<file path="src/rtl/microcontroller_pkg.sv">
// microcontroller_pkg: opcodes, field widths and sequencer states shared by the microcontroller blocks
package microcontroller_pkg;
  localparam int OP_W = 4;
  localparam int P1_W = 6;
  localparam int P2_W = 6;
  localparam int INSTR_W = OP_W + P1_W + P2_W;
  localparam logic [OP_W-1:0] OP_NOP = 4'h0;
  localparam logic [OP_W-1:0] OP_LOAD = 4'h8;
  localparam logic [OP_W-1:0] OP_STORE = 4'h9;
  localparam logic [OP_W-1:0] OP_JMP = 4'hE;
  localparam logic [OP_W-1:0] OP_HALT = 4'hF;
  typedef enum logic [3:0] {
    IDLE, FETCH, DECODE, ISSUE_ALU, WAIT_ALU, ISSUE_MEM, WAIT_MEM, HALTED, ERROR
  } seq_state_t;
  function automatic logic is_alu_op(input logic [OP_W-1:0] op);
    return !op[OP_W-1] && op != OP_NOP;
  endfunction
  function automatic logic is_mem_op(input logic [OP_W-1:0] op);
    return op == OP_LOAD || op == OP_STORE;
  endfunction
endpackage

</file>
<file path="src/rtl/seq_watchdog.sv">
// seq_watchdog: counts waiting cycles and flags the cycle whose count reaches TIMEOUT-1
module seq_watchdog #(
  parameter int TIMEOUT = 32
) (
  input  logic clk,
  input  logic rst,
  input  logic clear,
  input  logic en,
  output logic expired
);
  localparam int W = $clog2(TIMEOUT) + 1;
  localparam logic [W-1:0] LAST = W'(TIMEOUT - 1);
  logic [W-1:0] cnt;
  // cleared on issue, advances on every waiting cycle without done
  always_ff @(posedge clk or posedge rst)
    if (rst) cnt <= '0;
    else if (clear) cnt <= '0;
    else if (en) cnt <= cnt + W'(1);
  assign expired = en && (cnt + W'(1) == LAST);
endmodule

</file>
<file path="src/rtl/instr_sequencer.sv">
// instr_sequencer: fetch/decode/issue FSM dispatching instructions to the ALU and load/store controllers
module instr_sequencer
  import microcontroller_pkg::*;
#(
  parameter int TIMEOUT = 32
) (
  input  logic               clk,
  input  logic               rst,
  input  logic               run,
  input  logic [INSTR_W-1:0] instr,
  output logic               ir_load,
  output logic [OP_W-1:0]    opcode,
  output logic [P1_W-1:0]    param1,
  output logic [P2_W-1:0]    param2,
  output logic               alu_activate,
  input  logic               alu_done,
  output logic               mem_activate,
  input  logic               mem_done,
  output logic               pc_inc,
  output logic               pc_load,
  output logic               busy,
  output logic               halted,
  output logic               err
);
  seq_state_t state_q, state_d;
  logic wd_clear, wd_en, wd_expired;
  seq_watchdog #(.TIMEOUT(TIMEOUT)) u_wd (
    .clk(clk),
    .rst(rst),
    .clear(wd_clear),
    .en(wd_en),
    .expired(wd_expired)
  );
  // state register
  always_ff @(posedge clk or posedge rst)
    if (rst) state_q <= IDLE;
    else state_q <= state_d;
  // instruction register, captured while in FETCH
  always_ff @(posedge clk or posedge rst)
    if (rst) {opcode, param1, param2} <= '0;
    else if (state_q == FETCH) {opcode, param1, param2} <= instr;
  // next-state decode; a done arriving on the timeout cycle still completes the instruction
  always_comb begin
    state_d = state_q;
    case (state_q)
      IDLE:      state_d = run ? FETCH : IDLE;
      FETCH:     state_d = DECODE;
      DECODE:    state_d = opcode == OP_NOP ? IDLE :
                           is_alu_op(opcode) ? ISSUE_ALU :
                           is_mem_op(opcode) ? ISSUE_MEM :
                           opcode == OP_JMP ? IDLE :
                           opcode == OP_HALT ? HALTED : ERROR;
      ISSUE_ALU: state_d = WAIT_ALU;
      WAIT_ALU:  state_d = alu_done ? IDLE : wd_expired ? ERROR : WAIT_ALU;
      ISSUE_MEM: state_d = WAIT_MEM;
      WAIT_MEM:  state_d = mem_done ? IDLE : wd_expired ? ERROR : WAIT_MEM;
      HALTED:    state_d = HALTED;
      ERROR:     state_d = ERROR;
      default:   state_d = ERROR;
    endcase
  end
  assign wd_clear = state_q == ISSUE_ALU || state_q == ISSUE_MEM;
  assign wd_en = (state_q == WAIT_ALU && !alu_done) || (state_q == WAIT_MEM && !mem_done);
  assign ir_load = state_q == FETCH;
  assign alu_activate = state_q == ISSUE_ALU;
  assign mem_activate = state_q == ISSUE_MEM;
  assign pc_inc = state_q == DECODE && opcode == OP_NOP;
  assign pc_load = state_q == DECODE && opcode == OP_JMP;
  assign halted = state_q == HALTED;
  assign err = state_q == ERROR;
  assign busy = !(state_q == IDLE || halted || err);
endmodule

</file>
<file path="config.mk">
export PLATFORM = sky130hd
export DESIGN_NAME = instr_sequencer
export DESIGN_NICKNAME = d
export VERILOG_FILES = /design/src/rtl/microcontroller_pkg.sv /design/src/rtl/seq_watchdog.sv /design/src/rtl/instr_sequencer.sv
export SDC_FILE = /design/constraint.sdc
export NUM_CORES = 1
export LEC_CHECK = 0
export ABC_CLOCK_PERIOD_IN_PS = 4400
export CAP_MARGIN = 20
export CELL_PAD_IN_SITES_DETAIL_PLACEMENT = 1
export CELL_PAD_IN_SITES_GLOBAL_PLACEMENT = 2
export CORE_ASPECT_RATIO = 0.75
export CORE_MARGIN = 5
export CORE_UTILIZATION = 31
export CTS_BUF_LIST = sky130_fd_sc_hd__clkbuf_8 sky130_fd_sc_hd__clkbuf_16
export CTS_CLUSTER_DIAMETER = 40
export CTS_CLUSTER_SIZE = 14
export DETAILED_ROUTE_END_ITERATION = 10
export GPL_ROUTABILITY_DRIVEN = 0
export PLACE_DENSITY_LB_ADDON = 0.05
export SLEW_MARGIN = 5
export SYNTH_ARGS = -nofsm -noshare
export SYNTH_HDL_FRONTEND = slang
export SYNTH_HIERARCHICAL = 1
export SYNTH_SLANG_ARGS = --single-unit
</file>
<file path="constraint.sdc">
create_clock -name clk -period 4.4 [get_ports clk]
set_input_delay 1.32 -clock clk [delete_from_list [all_inputs] [get_ports clk]]
set_output_delay 1.32 -clock clk [all_outputs]
set_load 0.01 [all_outputs]
</file>
; ---- Yosys cells after proc, flatten, opt, wreduce, memory -nomap -nowiden
; Index checks and enable logic that the tools add are counted.
[classes]
n_addsub = 1
mul = 0
div = 0
magnitude_cmp = 0
eq_ne = 13
shift = 0
muxes = 13
n_bitwise = 0
reduce_logical = 19
[ops]
columns = cell, n
row1 = 4-bit 2-to-1 mux, 9
row2 = 4-bit one-hot mux with 8 select lines, 1
row3 = 4-bit == test (second input constant), 5
row4 = 4-bit by 3-bit == test with 1-bit output (second input constant), 4
row5 = 6-bit 2-to-1 mux, 2
row6 = 4-bit by 2-bit == test with 1-bit output (second input constant), 2
row7 = 4-bit zero test, 2
row8 = 6-bit by 1-bit adder with 6-bit output (second input constant), 1
row9 = 6-bit by 5-bit == test with 1-bit output (second input constant), 1
row10 = 1-bit logical AND, 6
row11 = 1-bit logical OR, 5
row12 = 4-bit by 1-bit == test with 1-bit output (second input constant), 1
row13 = 1-bit zero test, 4
row14 = 4-bit nonzero test, 1
row15 = 2-bit nonzero test, 1
row16 = 1-bit 2-to-1 mux, 1
[word_totals]
ff_bits = 26
latch_bits = 0
ram_bits = 0
rom_bits = 0
inputBits = 21
out_inout_bits = 24
elab_cells = 51
memories = 0

; ---- Longest topological paths before layout
[depth]
depth_word = 7
depth_mapped = 10

; ---- By module
; Netlist, hierarchy kept.
[modules_own_cells]
columns = module, instances, cells_per_inst, area_per_inst_um2
row1 = instr_sequencer, 1, 84, 1056.0
row2 = seq_watchdog, 1, 35, 339.1

; ---- Worst setup path before layout
; OpenSTA, ideal clock, no wires.
[synth_path]
kind = input to register
from = in alu_done
to = reg state_q[2]
setup_time_ps = 140
arrival_ps = 2710
t_required_ps = 4260
path_slack_ps = 1551
cell_stages = 9
n_path_buf = 1
cell_sequence = nor2b_1 -> a2111oi_2 -> buf_4 -> nand4b_1 -> nor3b_1 -> a21o_1 -> nor3b_1 -> o21bai_1 -> o221ai_1
[synth_via]
elab_chain_len = 7
word_cells_on_any_way = 9
[synth_lines]
columns = element, line_no
row1 = "start, declared", instr_sequencer.sv:16  ; input logic alu_done,
row2 = 1-bit zero test (*), instr_sequencer.sv:63  ; assign wd_en = (state_q == WAIT_ALU && !alu_done) || (state_q == WAIT_MEM && !mem_done);
row3 = 1-bit logical AND (*), instr_sequencer.sv:63
row4 = 1-bit logical OR (*), instr_sequencer.sv:63
row5 = net wd_en, instr_sequencer.sv:26  ; logic wd_clear, wd_en, wd_expired;
row6 = 1-bit logical AND (*), seq_watchdog.sv:19  ; assign expired = en && (cnt + W'(1) == LAST);
row7 = net wd_expired, instr_sequencer.sv:26
row8 = 4-bit 2-to-1 mux (on tied branches) (2 in a row), "instr_sequencer.sv:56, instr_sequencer.sv:54"
row9 = 4-bit one-hot mux with 8 select lines (*), instr_sequencer.sv:45  ; case (state_q)
row10 = net state_d[2], instr_sequencer.sv:25  ; seq_state_t state_q, state_d;
row11 = "end signal, assigned", instr_sequencer.sv:37  ; else state_q <= state_d;
row12 = "end, declared", instr_sequencer.sv:25
; The timed path passes the listed nets; every way through them passes the cells marked *.
; A chain may end at the register's enable or synchronous reset.

; ---- Worst setup path in the final report
[layout_path]
from = reg state_q[2]
to = out pc_load
[layout_via]
elab_chain_len = 2
[layout_lines]
columns = element, line_no
row1 = 4-bit by 2-bit == test with 1-bit output, instr_sequencer.sv:68  ; assign pc_load = state_q == DECODE && opcode == OP_JMP;
row2 = 1-bit logical AND, instr_sequencer.sv:68
row3 = "end, declared", instr_sequencer.sv:20  ; output logic pc_load,
; Every way passes these cells.

==> results.yml <==
synthesis:
  syn-cell-area_um2: 1400
  synth-simple-area-share_pct: 18.1
  async_flop_share_pct: 100
  syn_nets: 142
  synth-edff-count: 0
  synthAdderAreaFrac_pct: 1.79
  yosysTopAreaCellShare_pct: 46.6
  syn-instance-count: 119
  synth_mux_area_share_pct: 15.8
  synthTopCellsByArea: "dfrtp_1 47%, mux2_4 8.6%, mux2_2 6.5%, xor2_1 2.5%, nand2_1 2.4%"
  synth-main-ff-cell: "dfrtp_1"
  synthDistinctLibCells: 47
  synth_top_family_by_area: "simple AND/OR/NAND/NOR gates"
  synth_compound_area_share_pct: 8.16
  synth.avg_cell_area_um2: 11.7
  synth_seq_cells: 26
  ys_warn_count: 6
  synthXorXnorAreaFrac_pct: 3.77
  yosysTopAreaCell: "dfrtp_1"
  ys_seq_area_share_pct: 46.6
  yosys-top-cells-count: "26 x dfrtp_1, 9 x nand2_1, 9 x nor2_1, 8 x mux2_2, 8 x mux2_4"
  synth_most_common_cell: "dfrtp_1"
route:
  wl_met2_um: 1560
  drc: 0
  drt-wirelength-per-cell_um: 15.0
  routed_wl_um: 3270
  detail-route-antenna-nets: 0
  firstDrtPassIters: 4
  drt-initial-drc-count: 17
  routed.top_layer: "met4"
  wl_met1_um: 1490
  viasPerCell: 4.78
  met3_length_um: 203
  vias: 1042
critical_path:
  critPathRequiredTime_ns: 3.08
  cp.arrival_ns: 2.27
  cp_slowest_cell: "clkdlybuf4s50_1"
  crit_fanout: 8
  crit_path_max_incr_delay_ns: 0.56
  critPathLaunchType: "flip-flop"
  endpoint_kind: "output port"
  crit_chain: "nor4b_1, nand2_1, nor3_1, clkdlybuf4s50_1"
  path_class: "reg2out"
  reg2reg_from: "state_q[3]$_DFF_PP0_"
  critPathLaunch: "state_q[2]$_DFF_PP0_"
placed_design:
  place_area_um2: 1860
  port_buffers: 44
  place_inst: 214
  hpwl_um: 2530
sta:
  clock.fmax_ghz: 0.279
  rsz0062_at_grt: "no"
  finalHoldViolations: 0
  slew_headroom_pct: 47.9
  skew_ns: 0.00851
  fin_crit_sh_pct: 81.6
  setup_viol: 0
  drv_slew: 0
  setup_tns_ns: 0
  worst_pin_slew_ns: 0.781
  whs_ns: 0.520
  post-route-min-period_ns: 3.59
power_and_ir_drop:
  power.leakage_nw: 0.867
  swShare_pct: 19.3
  combPwrFrac_pct: 5.8
  p_seq_share_pct: 51.4
  irDropWorstVdd_v: 0.000126
  power_frac_clock_pct: 42.9
  p_int_uw: 379
  switching_power_uw: 90.5
  pwr_density_cell_nw_per_um2: 244
floorplan:
  pin_count: 45
  die_x_um: 87.5
  dieArea_um2: 5960
  rows: 21
  chipHeight_um: 68.1
  initial_core_util_pct: 31.6
  coreArea_um2: 4410
layout:
  layout.nets: 185
  final_area_um2: 1930
  area_growth_syn_to_layout_pct: 38.2
  drive_gt1_share_pct: 17.4
  nFillCells: 487
  layout.cells.non_filler: 218
  n_antenna_cell: 0
worst_hold_path:
  min_from: "param2[3]$_DFFE_PP0P_"
  hp-class: "reg2reg"
clocking:
  cts_tree: "built"
  cts_root_buf: "clkbuf_8"
  ctsHoldBuffers: 0
  insertion_delay_ns: 0.27
  clockBufferDepth: 2
  cts_buffers: 3
  cts_max_level: 1
  cts_resized: 0
  numClockSinks: 26
  post-cts-setup-buffer-count: 0
  cts.clk_slew.worst_paths_ns: 0.10
global_routing:
  grt_max_degree: 21
  grt_pass1_vias: 1094
  grt_pass1_wl_um: 5550
  grt_usage_pct: 12.2
  grt-ovfl-total: 0
  antenna_found_initial: 0
run_status:
  status: "complete, no violations"
flow_run:
  cap_violations: 0
==> registers in the layout (all words and copies together), names as in the netlist <==
signal / cells
param2: 6
u_wd/cnt: 6
opcode: 4
state_q: 4
param1: 6
==> power groups by stage <==
stage / registers, mW / logic (mW) / clock network [mW]
3_5_place_dp: 0.246 / 0.0279 / 0
4_1_cts: 0.241 / 0.0280 / 0.209
6_report: 0.241 / 0.0271 / 0.201
5_1_grt: 0.242 / 0.0304 / 0.217
3_3_place_gp: 0.246 / 0.0275 / 0
2_1_floorplan: 0.246 / 0.00735 / 0
==> cells in the final DEF, fill, tap and decap left out, types with 2 or more instances in the layout <==
cell type,netlist,final
and2_1,2,2
buf_4,2,2
clkbuf_8,0,3
clkdlybuf4s50_1,0,44
dfrtp_1,26,26
ha_1,2,2
inv_1,4,4
mux2_2,8,8
mux2_4,8,8
nand2_1,9,9
nor2_1,9,9
nor3_1,4,4
nor3b_1,2,2
o21bai_1,2,2
xnor2_1,2,2
xor2_1,4,4
==> worst max-delay path: cells and delay by family, from the launching register on <==
| kind | cells | cell delay (ns) |
|---|---|---|
| and+or+nand+nor | 3 | 0.93 |
| buffers and inverters | 1 | 0.56 |
| DFF | 1 | 0.51 |
==> path summary, 6_finish.rpt <==
kind / end / slack (ns) / depth (start not counted)
min in group asynchronous: u_wd/cnt[5]$_DFFE_PP0P_ / 1.27 / 2
max in group asynchronous: param2[3]$_DFFE_PP0P_ / 2.41 / 2
worst min register to register: param2[3]$_DFFE_PP0P_ / 0.52 / 1
worst max-delay path: pc_load / 0.81 / 4
worst min-delay path: param2[3]$_DFFE_PP0P_ / 0.52 / 1
worst max register to register: state_q[2]$_DFF_PP0_ / 2.01 / 9
==> layer usage <==
metal	global-route usage [%]	vias to the layer above
li1	-	502
met1	16.0	517
met2	19.4	21
met3	4.45	2
met4	2.30	0
met5	0	-
==> layout make-up <==
class,instances,area (um2),area share (%)
Multi-Input combinational cell,81,664,34.5
Sequential cell,26,651,33.7
Timing Repair Buffer,46,455,23.6
Tap cell,57,71.3,3.70
Clock buffer,3,41.3,2.14
Clock inverter,1,30.0,1.56
Inverter,4,15.0,0.779
==> logic make-up after synthesis <==
family,Yosys count
compound gates,14
xor+xnor,6
fa+ha+maj,2
buf+inv,12
flops,26
mux,17
simple gates,42
==> per-stage QoR <==
stage | power (mW) | util, % | setup WS [ns]
final | 0.470 | 43.7 | 0.812
after global routing | 0.489 | 43.7 | 0.656
after CTS | 0.479 | 43.7 | 0.801
after detailed placement | 0.274 | 42.1 | 0.946
after global placement | 0.273 | 42.1 | 1.04
after floorplan | 0.253 | - | 1.55
(Power assumes the default switching activity.)
